===== config.mk =====
export PLATFORM = sky130hd
export DESIGN_NAME = bram_stream_fifo
export DESIGN_NICKNAME = d
export VERILOG_FILES = /design/src/rtl/bram_stream_fifo_pkg.sv /design/src/rtl/bram_fifo_obuf.sv /design/src/rtl/bram_stream_fifo.sv
export SDC_FILE = /design/constraint.sdc
export NUM_CORES = 1
export LEC_CHECK = 0
export CAP_MARGIN = 20
export CORE_MARGIN = 2
export CORE_UTILIZATION = 30
export CTS_CLUSTER_DIAMETER = 50
export DETAILED_ROUTE_END_ITERATION = 6
export HOLD_SLACK_MARGIN = 0.03
export SLEW_MARGIN = 20
export SYNTH_ARGS = -nofsm -noshare
export SYNTH_HDL_FRONTEND = slang
export SYNTH_HIERARCHICAL = 1
export SYNTH_SLANG_ARGS = --single-unit

===== constraint.sdc =====
create_clock -name clk -period 10.83 [get_ports clk]
set_input_delay 2.166 -clock clk [delete_from_list [all_inputs] [get_ports clk]]
set_output_delay 2.166 -clock clk [all_outputs]
set_load 0.01 [all_outputs]

===== src/rtl/bram_stream_fifo_pkg.sv =====
// -----------------------------------------------------------------------------
// bram_stream_fifo_pkg
// Shared constants and helpers for the BRAM-backed stream FIFO.
//   - Default data width / depth / address width / almost-full threshold.
//   - Output buffer depth and its count width.
//   - obuf_demand(): words already committed to the output buffer once the
//     current cycle's pop has been taken into account.
// -----------------------------------------------------------------------------
package bram_stream_fifo_pkg;

    localparam int WIDTH_DEF        = 72;
    localparam int DEPTH_DEF        = 512;
    localparam int LOG_DEPTH_DEF    = 9;
    localparam int AFULL_THRESH_DEF = 480;

    // Two entries hide the one-cycle BRAM read latency at full rate.
    localparam int OBUF_DEPTH = 2;
    localparam int OBUF_CNT_W = 2;

    typedef enum logic [1:0] {
        OBUF_EMPTY = 2'd0,
        OBUF_ONE   = 2'd1,
        OBUF_FULL  = 2'd2
    } obuf_fill_e;

    // Occupied output-buffer slots plus the read still travelling out of the
    // BRAM, minus the word leaving this cycle. A new read may only be issued
    // when this is below OBUF_DEPTH, so every returning word has a slot.
    function automatic logic [2:0] obuf_demand(
        input logic [OBUF_CNT_W-1:0] cnt,
        input logic                  inflight,
        input logic                  pop
    );
        obuf_demand = {1'b0, cnt} + {2'b00, inflight} - {2'b00, pop};
    endfunction

endpackage : bram_stream_fifo_pkg


===== src/rtl/bram_fifo_obuf.sv =====
// -----------------------------------------------------------------------------
// bram_fifo_obuf
// Two-entry register FIFO that sits behind the BRAM read port and presents the
// egress stream head. Push and pop may happen in the same cycle.
// Ports:
//   clk, rst_n  clock, asynchronous active-low reset
//   push        write push_data (ignored when full and not popping)
//   push_data   word returning from the BRAM
//   pop         remove head (ignored when empty)
//   head_data   current head word (registered)
//   valid       head is valid (registered)
//   cnt         number of stored words, 0..2 (registered)
// -----------------------------------------------------------------------------
module bram_fifo_obuf
    import bram_stream_fifo_pkg::*;
#(
    parameter int WIDTH = WIDTH_DEF
) (
    input  logic                  clk,
    input  logic                  rst_n,
    input  logic                  push,
    input  logic [WIDTH-1:0]      push_data,
    input  logic                  pop,
    output logic [WIDTH-1:0]      head_data,
    output logic                  valid,
    output logic [OBUF_CNT_W-1:0] cnt
);

    logic [WIDTH-1:0]      entry0_r, entry1_r;
    logic [WIDTH-1:0]      entry0_next_s, entry1_next_s;
    logic [OBUF_CNT_W-1:0] cnt_r, cnt_next_s;
    logic                  valid_r;
    logic                  pop_s, push_s;

    // Qualify requests so a bad caller can never under- or overflow the buffer.
    always_comb begin
        pop_s  = pop & (cnt_r != OBUF_EMPTY);
        push_s = push & ((cnt_r != OBUF_FULL) | pop_s);
    end

    // Next-state for the two entries; entry0 is always the head.
    always_comb begin
        entry0_next_s = entry0_r;
        entry1_next_s = entry1_r;
        cnt_next_s    = cnt_r;
        case ({push_s, pop_s})
            2'b10: begin
                if (cnt_r == OBUF_EMPTY) begin
                    entry0_next_s = push_data;
                end else begin
                    entry1_next_s = push_data;
                end
                cnt_next_s = cnt_r + 2'd1;
            end
            2'b01: begin
                entry0_next_s = entry1_r;
                cnt_next_s    = cnt_r - 2'd1;
            end
            2'b11: begin
                if (cnt_r == OBUF_ONE) begin
                    entry0_next_s = push_data;
                end else begin
                    entry0_next_s = entry1_r;
                    entry1_next_s = push_data;
                end
            end
            default: begin
                cnt_next_s = cnt_r;
            end
        endcase
    end

    // Buffer state registers.
    always_ff @(posedge clk or negedge rst_n) begin
        if (!rst_n) begin
            entry0_r <= '0;
            entry1_r <= '0;
            cnt_r    <= OBUF_EMPTY;
            valid_r  <= 1'b0;
        end else begin
            entry0_r <= entry0_next_s;
            entry1_r <= entry1_next_s;
            cnt_r    <= cnt_next_s;
            valid_r  <= (cnt_next_s != OBUF_EMPTY);
        end
    end

    assign head_data = entry0_r;
    assign valid     = valid_r;
    assign cnt       = cnt_r;

endmodule : bram_fifo_obuf


===== src/rtl/bram_stream_fifo.sv =====
// -----------------------------------------------------------------------------
// bram_stream_fifo
// Valid/ready stream FIFO controller for an external dual-port synchronous-read
// block RAM (port 1 write-only, port 2 read-only). A two-entry output buffer
// hides the one-cycle read latency so both sides can move one word per clock.
// Ports:
//   clk, rst_n                 clock, asynchronous active-low reset
//   s_valid/s_ready/s_data     ingress stream; s_ready = !full
//   s_afull                    registered almost-full (BRAM count >= AFULL_THRESH)
//   m_valid/m_ready/m_data     egress stream, head of the output buffer
//   level                      words held: BRAM + in-flight read + output buffer
//   bram_addr1/wdata1/we1      BRAM write port (write pointer, data, enable)
//   bram_addr2/rdata2/we2      BRAM read port (read pointer, data next clk, we=0)
// -----------------------------------------------------------------------------
module bram_stream_fifo
    import bram_stream_fifo_pkg::*;
#(
    parameter int WIDTH        = WIDTH_DEF,
    parameter int DEPTH        = DEPTH_DEF,
    parameter int LOG_DEPTH    = LOG_DEPTH_DEF,
    parameter int AFULL_THRESH = AFULL_THRESH_DEF
) (
    input  logic                 clk,
    input  logic                 rst_n,
    input  logic                 s_valid,
    output logic                 s_ready,
    input  logic [WIDTH-1:0]     s_data,
    output logic                 s_afull,
    output logic                 m_valid,
    input  logic                 m_ready,
    output logic [WIDTH-1:0]     m_data,
    output logic [LOG_DEPTH+1:0] level,
    output logic [LOG_DEPTH-1:0] bram_addr1,
    output logic [WIDTH-1:0]     bram_wdata1,
    output logic                 bram_we1,
    output logic [LOG_DEPTH-1:0] bram_addr2,
    input  logic [WIDTH-1:0]     bram_rdata2,
    output logic                 bram_we2
);

    localparam int CNT_W = LOG_DEPTH + 1;
    localparam int LVL_W = LOG_DEPTH + 2;

    logic [LOG_DEPTH-1:0]  wr_ptr_r, rd_ptr_r;
    logic [CNT_W-1:0]      bram_count_r, bram_count_next_s;
    logic                  rd_inflight_r;
    logic                  s_afull_r;
    logic                  full_s, wr_s, pop_s, rd_en_s;
    logic                  m_valid_s;
    logic [WIDTH-1:0]      m_data_s;
    logic [OBUF_CNT_W-1:0] obuf_cnt_s;

    // Handshake and read-issue decisions, all from registered state.
    always_comb begin
        full_s  = (bram_count_r == CNT_W'(DEPTH));
        wr_s    = s_valid & ~full_s;
        pop_s   = m_valid_s & m_ready;
        // Issue is allowed even at full; the write side is what is blocked.
        rd_en_s = (bram_count_r != {CNT_W{1'b0}}) &
                  (obuf_demand(obuf_cnt_s, rd_inflight_r, pop_s) < 3'(OBUF_DEPTH));
    end

    // BRAM occupancy update; a write and an issue in the same cycle cancel.
    always_comb begin
        bram_count_next_s = bram_count_r;
        case ({wr_s, rd_en_s})
            2'b10:   bram_count_next_s = bram_count_r + CNT_W'(1);
            2'b01:   bram_count_next_s = bram_count_r - CNT_W'(1);
            default: bram_count_next_s = bram_count_r;
        endcase
    end

    // Pointers, occupancy, in-flight read flag and almost-full flag.
    always_ff @(posedge clk or negedge rst_n) begin
        if (!rst_n) begin
            wr_ptr_r      <= '0;
            rd_ptr_r      <= '0;
            bram_count_r  <= '0;
            rd_inflight_r <= 1'b0;
            s_afull_r     <= 1'b0;
        end else begin
            // Pointers wrap naturally because DEPTH is a power of two.
            if (wr_s) begin
                wr_ptr_r <= wr_ptr_r + LOG_DEPTH'(1);
            end
            if (rd_en_s) begin
                rd_ptr_r <= rd_ptr_r + LOG_DEPTH'(1);
            end
            bram_count_r  <= bram_count_next_s;
            rd_inflight_r <= rd_en_s;
            s_afull_r     <= (bram_count_next_s >= CNT_W'(AFULL_THRESH));
        end
    end

    // The word read last cycle lands in the output buffer on this edge.
    bram_fifo_obuf #(
        .WIDTH (WIDTH)
    ) u_obuf (
        .clk       (clk),
        .rst_n     (rst_n),
        .push      (rd_inflight_r),
        .push_data (bram_rdata2),
        .pop       (pop_s),
        .head_data (m_data_s),
        .valid     (m_valid_s),
        .cnt       (obuf_cnt_s)
    );

    assign s_ready     = ~full_s;
    assign s_afull     = s_afull_r;
    assign m_valid     = m_valid_s;
    assign m_data      = m_data_s;
    assign level       = LVL_W'(bram_count_r) + LVL_W'(rd_inflight_r) + LVL_W'(obuf_cnt_s);
    assign bram_addr1  = wr_ptr_r;
    assign bram_wdata1 = s_data;
    assign bram_we1    = wr_s;
    assign bram_addr2  = rd_ptr_r;
    assign bram_we2    = 1'b0;

endmodule : bram_stream_fifo


==> run_summary.xml, run 1 <==
<?xml version="1.0" encoding="UTF-8"?>
<metrics>
  <group name="outcome">
    <metric name="run_status" unit="">finished clean</metric>
  </group>
  <group name="place">
    <metric name="place_congestion" unit="">0.776</metric>
    <metric name="placed_area" unit="sq um">10500</metric>
    <metric name="pre_cts_ws" unit="ns">4.35</metric>
    <metric name="io_buffers" unit="">180</metric>
    <metric name="detailedPlacementHpwl" unit="mm">12.9</metric>
  </group>
  <group name="clocking">
    <metric name="post_cts_clock_slew_at_the_launch_and_capture_registers_of_the_worst_setup_and_hold_paths" unit="ns">0.07</metric>
    <metric name="ctsHtreeMaxLevel" unit="">4</metric>
    <metric name="hold_fix_buffers_cts" unit="">0</metric>
    <metric name="tritoncts" unit="">done</metric>
    <metric name="numClockSinks" unit="">177</metric>
    <metric name="ctsResizeCount" unit="">0</metric>
    <metric name="maximum_buffer_depth_of_the_clock_tree" unit="">2</metric>
    <metric name="cts_root_buffer" unit="">clkbuf_16</metric>
    <metric name="insertion_delay" unit="ns">0.43</metric>
    <metric name="cts_post_setup_buffers_inserted" unit="">0</metric>
    <metric name="cts-buffers-inserted" unit="">17</metric>
  </group>
  <group name="setup_path">
    <metric name="required" unit="ns">11.14</metric>
    <metric name="crit_path_max_incr_delay" unit="ns">0.53</metric>
    <metric name="crit_arrival" unit="ns">6.34</metric>
    <metric name="timing.critical_path.slowest_stage_cell" unit="">ha_1</metric>
    <metric name="critPathMostFrequentCell" unit="">ha_1</metric>
    <metric name="start_kind" unit="">input port</metric>
    <metric name="cp-end-kind" unit="">flip-flop</metric>
    <metric name="crit_path_cell_trace" unit="">clkdlybuf4s50_1 -&gt; and2_1 -&gt; ha_1 -&gt; nand2b_1 -&gt; fa_1 -&gt; xnor2_1 -&gt; and2_1 -&gt; o21a_1 -&gt; ha_1 -&gt; ha_1 -&gt; a211oi_1 -&gt; o21bai_1 -&gt; a21oi_1 -&gt; xor2_1 -&gt; o21ai_0 -&gt; a41o_1</metric>
    <metric name="crit_fanout" unit="">14</metric>
    <metric name="worstSetupPathType" unit="">input port to flip-flop</metric>
  </group>
  <group name="sta">
    <metric name="setup-tns-final" unit="ns">0</metric>
    <metric name="layout_min_cycle_time" unit="ns">6.02</metric>
    <metric name="finalWorstSetupSlack" unit="ns">4.81</metric>
    <metric name="max_freq" unit="MHz">166</metric>
    <metric name="timing.max_slew.rel_slack" unit="%">37.6</metric>
    <metric name="finalHoldViolCount" unit="">0</metric>
    <metric name="worst-slew-pin-transition" unit="ns">0.937</metric>
    <metric name="report.final.setup_viol" unit="">0</metric>
    <metric name="post-route-period-util" unit="%">55.6</metric>
    <metric name="fin_worst_skew" unit="ns">0.0148</metric>
    <metric name="timing_max_transition_violations_final" unit="">0</metric>
    <metric name="grt_setup_unrepaired" unit="">no</metric>
  </group>
  <group name="drt">
    <metric name="iteration_0_drc_markers" unit="">132</metric>
    <metric name="detailroute.via_count" unit="">5616</metric>
    <metric name="detail_route.wirelength" unit="mm">19.6</metric>
    <metric name="ant_nets" unit="">0</metric>
    <metric name="routedWlPerCell" unit="um">15.7</metric>
    <metric name="detail_route.vias_per_cell" unit="">4.48</metric>
    <metric name="drc" unit="">0</metric>
    <metric name="drt-pass1-iter-count" unit="">4</metric>
  </group>
  <group name="grt">
    <metric name="grt_max_degree" unit="">107</metric>
    <metric name="grt_use_total" unit="%">12.7</metric>
    <metric name="global_route_wire_length_before_repair" unit="mm">31.1</metric>
    <metric name="number_of_global_route_vias_before_repair" unit="">5644</metric>
    <metric name="antenna_found_initial" unit="">2</metric>
    <metric name="global_route.overflow_total" unit="">0</metric>
  </group>
  <group name="yosys">
    <metric name="syn_avg_cell_area" unit="sq um">11.9</metric>
    <metric name="yosysWarnings" unit="">6</metric>
    <metric name="nets_in_the_synthesized_netlist" unit="">921</metric>
    <metric name="seq_area_frac_synth" unit="%">49.4</metric>
    <metric name="synth_area" unit="sq um">8960</metric>
    <metric name="synthesis.instances" unit="">753</metric>
    <metric name="synth_ff_type" unit="">dfrtp_1</metric>
    <metric name="ys_ff_latch" unit="">177</metric>
    <metric name="asyncSetResetFlopFracSynth" unit="%">100</metric>
    <metric name="synth-edff-count" unit="">0</metric>
    <metric name="synth.distinct_cells" unit="">51</metric>
  </group>
  <group name="finish">
    <metric name="final_nets" unit="">1018</metric>
    <metric name="area_delta_synth_final" unit="%">24.7</metric>
    <metric name="n_fill_cell" unit="">2901</metric>
    <metric name="finish.instance_area" unit="sq um">11200</metric>
    <metric name="layout-drive-gt1-share" unit="%">20.0</metric>
    <metric name="final_core_util" unit="%">37.8</metric>
  </group>
  <group name="floorplanning">
    <metric name="floorplan.die.height" unit="um">177</metric>
    <metric name="die_area" unit="sq um">31300</metric>
    <metric name="coreArea" unit="sq um">29600</metric>
    <metric name="fp-row-count" unit="">63</metric>
    <metric name="io_pins" unit="">326</metric>
    <metric name="starting_density" unit="%">30.3</metric>
    <metric name="die_w" unit="um">177</metric>
  </group>
  <group name="min_path">
    <metric name="timing.hold.worst.class" unit="">flip-flop to flip-flop</metric>
  </group>
  <group name="pwr">
    <metric name="power-per-cell-area" unit="nW/um^2">332</metric>
    <metric name="ir_drop" unit="mV">0.162</metric>
    <metric name="power.static_leakage" unit="nW">4.86</metric>
  </group>
  <group name="flow_run">
    <metric name="drv_cap" unit="">0</metric>
  </group>
</metrics>
[worst max-delay path, delay by kind of cell]
| family | cells | cell delay [ns] |
|---|---|---|
| adder cells (fa/ha/maj) | 4 | 1.58 |
| AO/OA/AOI/OAI | 6 | 1.25 |
| AND/OR/NAND/NOR | 3 | 0.57 |
| buffers and inverters | 1 | 0.45 |
| XOR/XNOR | 2 | 0.31 |
[stage by stage]
stage / total power, mW / cells / hold WS (ns)
after global routing: 3.99 / 1253 / 0.498
after CTS: 3.78 / 1253 / 0.485
after global placement: 3.02 / 1221 / 0.461
final: 3.71 / 1254 / 0.480
after detailed placement: 3.06 / 1221 / 0.462
after floorplan: 2.45 / 753 / 0.464
[synthesized netlist by cell type, types with 2 or more instances]
library cell  count  share of area (%)
dfrtp_1         177                 49
buf_4            87                7.3
nor2_1           80                3.4
mux2i_1          73                8.2
mux2_2           67                8.4
a21oi_2          61                6.0
nand2_1          21               0.88
xnor2_1          21                2.1
a21oi_1          20                1.1
ha_1             16                2.2
buf_2            11               0.61
xor2_1           11                1.1
buf_6             9                1.1
inv_1             9               0.38
nand4_1           9               0.63
mux2_1            8                1.0
nand3_1           8               0.45
o21ai_0           8               0.45
nor3_1            5               0.28
a21o_1            4               0.34
and2_1            4               0.28
and3_1            4               0.28
fa_1              4               0.89
a211oi_1          2               0.17
nand2_2           2               0.14
nor2b_1           2               0.14
o211ai_1          2               0.17
o21a_1            2               0.17
o22ai_1           2               0.14
o31ai_1           2               0.17
o31ai_2           2               0.28
[cell type report]
class | count | area (sq um) | share of cell area (%)
Antenna cell | 1 | 2.50 | 0.0224
Clock buffer | 23 | 478 | 4.28
Clock inverter | 9 | 178 | 1.59
Inverter | 10 | 37.5 | 0.336
Multi-Input combinational cell | 458 | 3700 | 33.2
Sequential cell | 177 | 4430 | 39.7
Tap cell | 390 | 488 | 4.37
Timing Repair Buffer | 186 | 1850 | 16.6
[path summary, 6_finish.rpt]
path | startpoint | endpoint | cells after the start | slack (ns)
min reg2reg | bram_addr2[8] | bram_addr2[8] | 1 | 0.48
max reg2reg | u_obuf/valid | s_afull | 15 | 6.61
max | m_ready | s_afull | 16 | 4.81
max in group asynchronous | rst_n | u_obuf/entry1_r[20] | 2 | 7.49
min | bram_addr2[8] | bram_addr2[8] | 1 | 0.48
min in group asynchronous | rst_n | u_obuf/head_data[33] | 1 | 1.83
[cell usage in the layout, fill, tap and decap left out, types with 3 or more instances in the layout]
cell               n
inv_1              9
nand4_1            9
clkbuf_1           3
xnor2_1           21
dfrtp_1          177
nand3_1            8
bufinv_16          5
a21o_1             4
buf_4              6
clkdlybuf4s50_1  179
nand2_1           21
a21oi_1           20
xor2_1            11
mux2i_1           73
mux2_2            67
fa_1               4
clkbuf_8           4
and3_1             4
and2_1             4
clkbuf_16         17
mux2_1             8
nor2_1            80
ha_1              16
o21ai_0            8
nor3_1             5
a21oi_2           61
[logic make-up after synthesis]
family	Yosys count	share of synthesized area [%]
xor+xnor	32	3.13
mux	149	17.8
buf+inv	118	9.50
simple gates	144	7.28
flops	177	49.4
fa+ha+maj	20	3.13
compound gates	112	9.73
other cells	1	0.0419
[registers in the layout (all words and copies together) (netlist names)]
| signal | flops |
|---|---|
| u_obuf/entry1_r | 72 |
| u_obuf/head_data | 72 |
| bram_count_r | 10 |
| bram_addr1 | 9 |
| bram_addr2 | 9 |
| u_obuf/cnt | 2 |
| rd_inflight_r | 1 |
| s_afull | 1 |
| u_obuf/valid | 1 |
[metal layers]
layer	track usage [%]	routed length (um)	vias to the layer above
met5	0	0	-
met4	5.06	445	0
met3	4.51	1350	40
met2	19.9	8880	137
met1	16.0	8950	2717
li1	-	-	2722
[power breakdown]
group          internal (mW)  total [mW]  switching (mW)
clock                  0.429       0.695           0.266
combinational          0.932        1.80           0.866
sequential             0.998        1.22           0.219
Power figures use the tool's default switching activity.
==> inputs of run 2 (changes only) <==
==> constraint.sdc (replaced) <==
create_clock -name clk -period 6.2 [get_ports clk]
set_input_delay 1.24 -clock clk [delete_from_list [all_inputs] [get_ports clk]]
set_output_delay 1.24 -clock clk [all_outputs]
set_load 0.01 [all_outputs]
==> run_summary.xml, run 2 (same netlist as run 1, synthesis figures left out) <==
<?xml version="1.0" encoding="UTF-8"?>
<metrics>
  <group name="sta">
    <metric name="grt_setup_unrepaired" unit="">no</metric>
    <metric name="timing.max_slew.rel_slack" unit="%">34.6</metric>
    <metric name="timing_max_transition_violations_final" unit="">0</metric>
    <metric name="worst-slew-pin-transition" unit="ns">0.981</metric>
    <metric name="post-route-period-util" unit="%">80.6</metric>
    <metric name="setup-tns-final" unit="ns">0</metric>
    <metric name="finalWorstSetupSlack" unit="ns">1.20</metric>
    <metric name="fin_worst_skew" unit="ns">0.00946</metric>
    <metric name="max_freq" unit="MHz">200</metric>
    <metric name="report.final.setup_viol" unit="">0</metric>
    <metric name="layout_min_cycle_time" unit="ns">5.00</metric>
    <metric name="finalHoldViolCount" unit="">0</metric>
  </group>
  <group name="place">
    <metric name="io_buffers" unit="">180</metric>
    <metric name="place_congestion" unit="">0.791</metric>
    <metric name="detailedPlacementHpwl" unit="mm">13.1</metric>
    <metric name="placed_area" unit="sq um">10500</metric>
    <metric name="pre_cts_ws" unit="ns">0.727</metric>
    <metric name="place.detailed.instances" unit="">1221</metric>
  </group>
  <group name="pwr">
    <metric name="clkPwrFrac" unit="%">17.4</metric>
    <metric name="comb_power_share" unit="%">49.3</metric>
    <metric name="power-per-cell-area" unit="nW/um^2">574</metric>
    <metric name="fraction_of_power_spent_switching_nets" unit="%">37.6</metric>
    <metric name="power_report.internal_total" unit="mW">3.99</metric>
    <metric name="ir_drop" unit="mV">0.266</metric>
    <metric name="power_spent_charging_and_discharging_nets" unit="mW">2.40</metric>
    <metric name="power_frac_seq" unit="%">33.2</metric>
    <metric name="power.static_leakage" unit="nW">4.83</metric>
  </group>
  <group name="drt">
    <metric name="iteration_0_drc_markers" unit="">206</metric>
    <metric name="ant_nets" unit="">0</metric>
    <metric name="detail_route.vias_per_cell" unit="">4.54</metric>
    <metric name="drt-pass1-iter-count" unit="">4</metric>
    <metric name="detailroute.via_count" unit="">5688</metric>
    <metric name="detail_route.wirelength" unit="mm">19.5</metric>
    <metric name="drc" unit="">0</metric>
    <metric name="routedWlPerCell" unit="um">15.6</metric>
  </group>
  <group name="setup_path">
    <metric name="cp-end-kind" unit="">flip-flop</metric>
    <metric name="start_kind" unit="">input port</metric>
    <metric name="crit_arrival" unit="ns">5.32</metric>
    <metric name="worstSetupPathType" unit="">input port to flip-flop</metric>
    <metric name="regToRegSetupSlack" unit="ns">2.06</metric>
    <metric name="crit_fanout" unit="">14</metric>
    <metric name="required" unit="ns">6.52</metric>
  </group>
  <group name="clocking">
    <metric name="post_cts_clock_slew_at_the_launch_and_capture_registers_of_the_worst_setup_and_hold_paths" unit="ns">0.08</metric>
    <metric name="maximum_buffer_depth_of_the_clock_tree" unit="">2</metric>
    <metric name="numClockSinks" unit="">177</metric>
    <metric name="cts_post_setup_buffers_inserted" unit="">0</metric>
    <metric name="cts-buffers-inserted" unit="">17</metric>
    <metric name="ctsResizeCount" unit="">0</metric>
    <metric name="tritoncts" unit="">done</metric>
    <metric name="hold_fix_buffers_cts" unit="">0</metric>
    <metric name="cts_root_buffer" unit="">clkbuf_16</metric>
    <metric name="insertion_delay" unit="ns">0.43</metric>
    <metric name="ctsHtreeMaxLevel" unit="">4</metric>
  </group>
  <group name="finish">
    <metric name="layout-drive-gt1-share" unit="%">20.4</metric>
    <metric name="area_delta_synth_final" unit="%">24.1</metric>
    <metric name="final_nets" unit="">1018</metric>
    <metric name="finish.instance_area" unit="sq um">11100</metric>
    <metric name="n_fill_cell" unit="">2906</metric>
    <metric name="final_core_util" unit="%">37.6</metric>
    <metric name="multi_input_combinational_cell_area" unit="sq um">3700</metric>
    <metric name="final_cells" unit="">1254</metric>
    <metric name="final-seq-area" unit="sq um">4430</metric>
    <metric name="layout.cells.most_common_list" unit="">179 x clkdlybuf4s50_1, 177 x dfrtp_1, 80 x nor2_1</metric>
    <metric name="layout_commonest_cell" unit="">clkdlybuf4s50_1</metric>
  </group>
  <group name="floorplanning">
    <metric name="die_w" unit="um">177</metric>
    <metric name="die_area" unit="sq um">31300</metric>
    <metric name="fp-row-count" unit="">63</metric>
    <metric name="floorplan.die.height" unit="um">177</metric>
    <metric name="starting_density" unit="%">30.3</metric>
    <metric name="io_pins" unit="">326</metric>
    <metric name="coreArea" unit="sq um">29600</metric>
  </group>
  <group name="min_path">
    <metric name="timing.hold.worst.class" unit="">flip-flop to flip-flop</metric>
  </group>
  <group name="grt">
    <metric name="groute.layer.met2.usage" unit="%">20.3</metric>
    <metric name="global_route_wire_length_before_repair" unit="mm">31.5</metric>
    <metric name="number_of_global_route_vias_before_repair" unit="">5750</metric>
    <metric name="antenna_found_initial" unit="">3</metric>
    <metric name="grt_max_degree" unit="">107</metric>
    <metric name="grt.met3_usage" unit="%">4.62</metric>
    <metric name="globalRoute.busiestLayer" unit="">met2</metric>
    <metric name="gr-usage-met1" unit="%">16.3</metric>
    <metric name="grt_use_total" unit="%">13.0</metric>
    <metric name="global_route.overflow_total" unit="">0</metric>
  </group>
  <group name="flow_run">
    <metric name="drv_cap" unit="">0</metric>
  </group>
  <group name="outcome">
    <metric name="run_status" unit="">finished clean</metric>
  </group>
</metrics>
[run 2: worst max-delay path, stage by stage]
cell and delay [ns]:
clkdlybuf4s50_1 0.44, and2_1 0.23, ha_1 0.26, nand2b_1 0.15, fa_1 0.39, xnor2_1 0.15
and2_1 0.17, o21a_1 0.25, ha_1 0.53, ha_1 0.39, a211oi_1 0.29, o21bai_1 0.13
a21oi_1 0.19, xor2_1 0.15, o21ai_0 0.10, a41o_1 0.26
[run 2: worst paths after layout]
| path | depth (start not counted) | end | from |
|---|---|---|---|
| max in group asynchronous | 2 | u_obuf/entry1_r[24] | rst_n |
| hold / removal | 1 | bram_addr1[8] | bram_addr1[8] |
| setup / recovery | 16 | s_afull | m_ready |
| setup reg to reg | 15 | s_afull | u_obuf/valid |
| hold reg to reg | 1 | bram_addr1[8] | bram_addr1[8] |
| min in group asynchronous | 1 | u_obuf/head_data[32] | rst_n |
[run 2: layout make-up]
class | instances | area share, %
antenna | 1 | 0.0225
clock buffer | 17 | 3.83
clock inverter | 15 | 1.53
inverter | 10 | 0.338
sequential | 177 | 39.8
tap | 390 | 4.39
timing repair buffer | 186 | 16.8
multi-input combinational | 458 | 33.3
[run 2: power groups by stage]
stage               sequential [mW]  combinational, mW  clock [mW]
floorplan                      2.20               2.08           0
global placement               2.13               3.15           0
detailed placement             2.15               3.21           0
CTS                            2.13               3.21        1.16
global route                   2.21               3.49        1.21
finish                         2.12               3.15        1.11
[run 2: through the flow]
step                hold slack, ns  power [mW]
floorplan                    0.464        4.28
global placement             0.461        5.27
detailed placement           0.458        5.35
CTS                          0.483        6.50
global route                 0.492        6.91
finish                       0.484        6.38
[run 2: per-layer routing]
metal	vias up	wire, um
li1	2732	-
met1	2762	8780
met2	152	8930
met3	42	1390
met4	0	442
met5	-	0
==> inputs of run 3 (changes only) <==
==> constraint.sdc (replaced) <==
create_clock -name clk -period 4.9 [get_ports clk]
set_input_delay 0.98 -clock clk [delete_from_list [all_inputs] [get_ports clk]]
set_output_delay 0.98 -clock clk [all_outputs]
set_load 0.01 [all_outputs]
==> run_summary.xml, run 3 (same netlist as run 1, synthesis figures left out) <==
<?xml version="1.0" encoding="UTF-8"?>
<metrics>
  <group name="outcome">
    <metric name="run_status" unit="">finished clean</metric>
  </group>
  <group name="clocking">
    <metric name="tritoncts" unit="">done</metric>
    <metric name="cts-buffers-inserted" unit="">17</metric>
    <metric name="ctsHtreeMaxLevel" unit="">4</metric>
    <metric name="numClockSinks" unit="">177</metric>
    <metric name="ctsResizeCount" unit="">0</metric>
    <metric name="post_cts_clock_slew_at_the_launch_and_capture_registers_of_the_worst_setup_and_hold_paths" unit="ns">0.08</metric>
    <metric name="insertion_delay" unit="ns">0.43</metric>
    <metric name="cts_post_setup_buffers_inserted" unit="">0</metric>
    <metric name="cts_root_buffer" unit="">clkbuf_16</metric>
    <metric name="hold_fix_buffers_cts" unit="">0</metric>
    <metric name="maximum_buffer_depth_of_the_clock_tree" unit="">2</metric>
  </group>
  <group name="finish">
    <metric name="area_delta_synth_final" unit="%">25.0</metric>
    <metric name="final_nets" unit="">1023</metric>
    <metric name="layout-drive-gt1-share" unit="%">20.9</metric>
    <metric name="layout.cells.most_common_list" unit="">179 x clkdlybuf4s50_1, 177 x dfrtp_1, 80 x nor2_1</metric>
    <metric name="layout_commonest_cell" unit="">clkdlybuf4s50_1</metric>
  </group>
  <group name="drt">
    <metric name="detail_route.wirelength" unit="mm">19.6</metric>
    <metric name="ant_nets" unit="">0</metric>
    <metric name="routedWlPerCell" unit="um">15.6</metric>
    <metric name="iteration_0_drc_markers" unit="">203</metric>
    <metric name="drc" unit="">0</metric>
    <metric name="drt-pass1-iter-count" unit="">4</metric>
    <metric name="detail_route.vias_per_cell" unit="">4.49</metric>
    <metric name="detailroute.via_count" unit="">5653</metric>
  </group>
  <group name="floorplanning">
    <metric name="fp-row-count" unit="">63</metric>
    <metric name="die_area" unit="sq um">31300</metric>
    <metric name="starting_density" unit="%">30.3</metric>
    <metric name="floorplan.die.height" unit="um">177</metric>
    <metric name="die_w" unit="um">177</metric>
    <metric name="io_pins" unit="">326</metric>
    <metric name="coreArea" unit="sq um">29600</metric>
  </group>
  <group name="setup_path">
    <metric name="worstSetupStartpoint" unit="">m_ready</metric>
    <metric name="regToRegSetupSlack" unit="ns">1.03</metric>
    <metric name="rr_worst_depth" unit="">15</metric>
    <metric name="worstSetupPathType" unit="">input port to flip-flop</metric>
    <metric name="start_kind" unit="">input port</metric>
    <metric name="required" unit="ns">5.22</metric>
    <metric name="critical_path_end" unit="">s_afull</metric>
    <metric name="r2r-end" unit="">s_afull</metric>
    <metric name="r2r_start" unit="">u_obuf/cnt[0]</metric>
    <metric name="crit_fanout" unit="">6</metric>
    <metric name="cp-end-kind" unit="">flip-flop</metric>
    <metric name="crit_arrival" unit="ns">4.75</metric>
  </group>
  <group name="pwr">
    <metric name="fraction_of_power_spent_switching_nets" unit="%">37.1</metric>
    <metric name="post-layout-total-power" unit="mW">8.16</metric>
    <metric name="power.static_leakage" unit="nW">4.87</metric>
    <metric name="ir_drop" unit="mV">0.364</metric>
    <metric name="clkPwrFrac" unit="%">17.8</metric>
    <metric name="power_report.internal_total" unit="mW">5.13</metric>
    <metric name="power_spent_charging_and_discharging_nets" unit="mW">3.03</metric>
    <metric name="power-per-cell-area" unit="nW/um^2">729</metric>
    <metric name="power_frac_seq" unit="%">32.9</metric>
    <metric name="comb_power_share" unit="%">49.3</metric>
  </group>
  <group name="sta">
    <metric name="report.final.setup_viol" unit="">0</metric>
    <metric name="layout_min_cycle_time" unit="ns">4.43</metric>
    <metric name="timing.max_slew.rel_slack" unit="%">43.9</metric>
    <metric name="setup-tns-final" unit="ns">0</metric>
    <metric name="worst-slew-pin-transition" unit="ns">0.841</metric>
    <metric name="finalHoldViolCount" unit="">0</metric>
    <metric name="fin_worst_skew" unit="ns">0.00950</metric>
    <metric name="max_freq" unit="MHz">226</metric>
    <metric name="timing_max_transition_violations_final" unit="">0</metric>
    <metric name="post-route-period-util" unit="%">90.3</metric>
    <metric name="grt_setup_unrepaired" unit="">no</metric>
  </group>
  <group name="place">
    <metric name="place_congestion" unit="">0.827</metric>
    <metric name="io_buffers" unit="">180</metric>
    <metric name="detailedPlacementHpwl" unit="mm">12.9</metric>
  </group>
  <group name="grt">
    <metric name="antenna_found_initial" unit="">2</metric>
    <metric name="grt_use_total" unit="%">12.8</metric>
    <metric name="global_route_wire_length_before_repair" unit="mm">31.3</metric>
    <metric name="global_route.overflow_total" unit="">0</metric>
    <metric name="number_of_global_route_vias_before_repair" unit="">5783</metric>
    <metric name="grt_max_degree" unit="">99</metric>
  </group>
  <group name="flow_run">
    <metric name="drv_cap" unit="">0</metric>
  </group>
  <group name="min_path">
    <metric name="timing.hold.worst.class" unit="">flip-flop to flip-flop</metric>
  </group>
</metrics>
## run 3: critical path, stage by stage
cell and delay (ns):
clkdlybuf4s50_1 0.45, and2_1 0.16, ha_1 0.23, nand2b_1 0.15
fa_1 0.39, xnor2_1 0.13, and2_1 0.18, o21a_1 0.12
ha_1 0.28, fa_1 0.46, a211oi_1 0.37, o21bai_1 0.13
a21oi_1 0.19, xor2_1 0.16, o21ai_0 0.12, a41o_1 0.25
## run 3: cell type report
cell class	instances	area, sq um
antenna	2	5.00
clock buffer	18	439
clock inverter	14	179
fill	2899	18400
inverter	10	37.5
multi-input combinational	458	3700
sequential	177	4430
tap	390	488
timing repair buffer	191	1910
## run 3: per-layer routing
layer  vias to the layer above  wire length, um  global-route usage (%)
li1                       2745                -                       -
met1                      2724             8680                    15.9
met2                       140             8950                    20.3
met3                        44             1460                    4.49
met4                         0              509                    5.48
met5                         -                0                       0
## run 3: how the worst min path moves through the flow
stage,startpoint,endpoint,cells after the start
CTS,bram_addr1[8],bram_addr1[8],1
detailed placement,bram_addr1[8],bram_addr1[8],1
global route,u_obuf/entry1_r[46],u_obuf/entry1_r[46],1
finish,bram_addr1[8],bram_addr1[8],1
floorplan,u_obuf/entry1_r[42],u_obuf/entry1_r[42],1
global placement,bram_addr2[8],bram_addr2[8],1
## run 3: through the flow
| step | instance area (sq um) | instances | worst slack (ns) | util (%) | hold WS [ns] |
|---|---|---|---|---|---|
| after floorplan | 8960 | 753 | 0.583 | - | 0.464 |
| after global placement | 10600 | 1226 | 0.105 | 35.8 | 0.471 |
| after detailed placement | 10600 | 1226 | 0.0315 | 35.8 | 0.469 |
| after CTS | 11200 | 1258 | 0.499 | 37.9 | 0.490 |
| after global routing | 11200 | 1258 | 0.235 | 37.9 | 0.504 |
| final | 11200 | 1260 | 0.475 | 37.9 | 0.488 |
## run 3: power by group through the flow
stage	registers, mW	logic [mW]	clock network, mW
floorplan	2.78	2.63	0
global placement	2.70	4.02	0
detailed placement	2.72	4.09	0
CTS	2.70	4.11	1.51
finish	2.69	4.02	1.45
global route	2.80	4.45	1.56
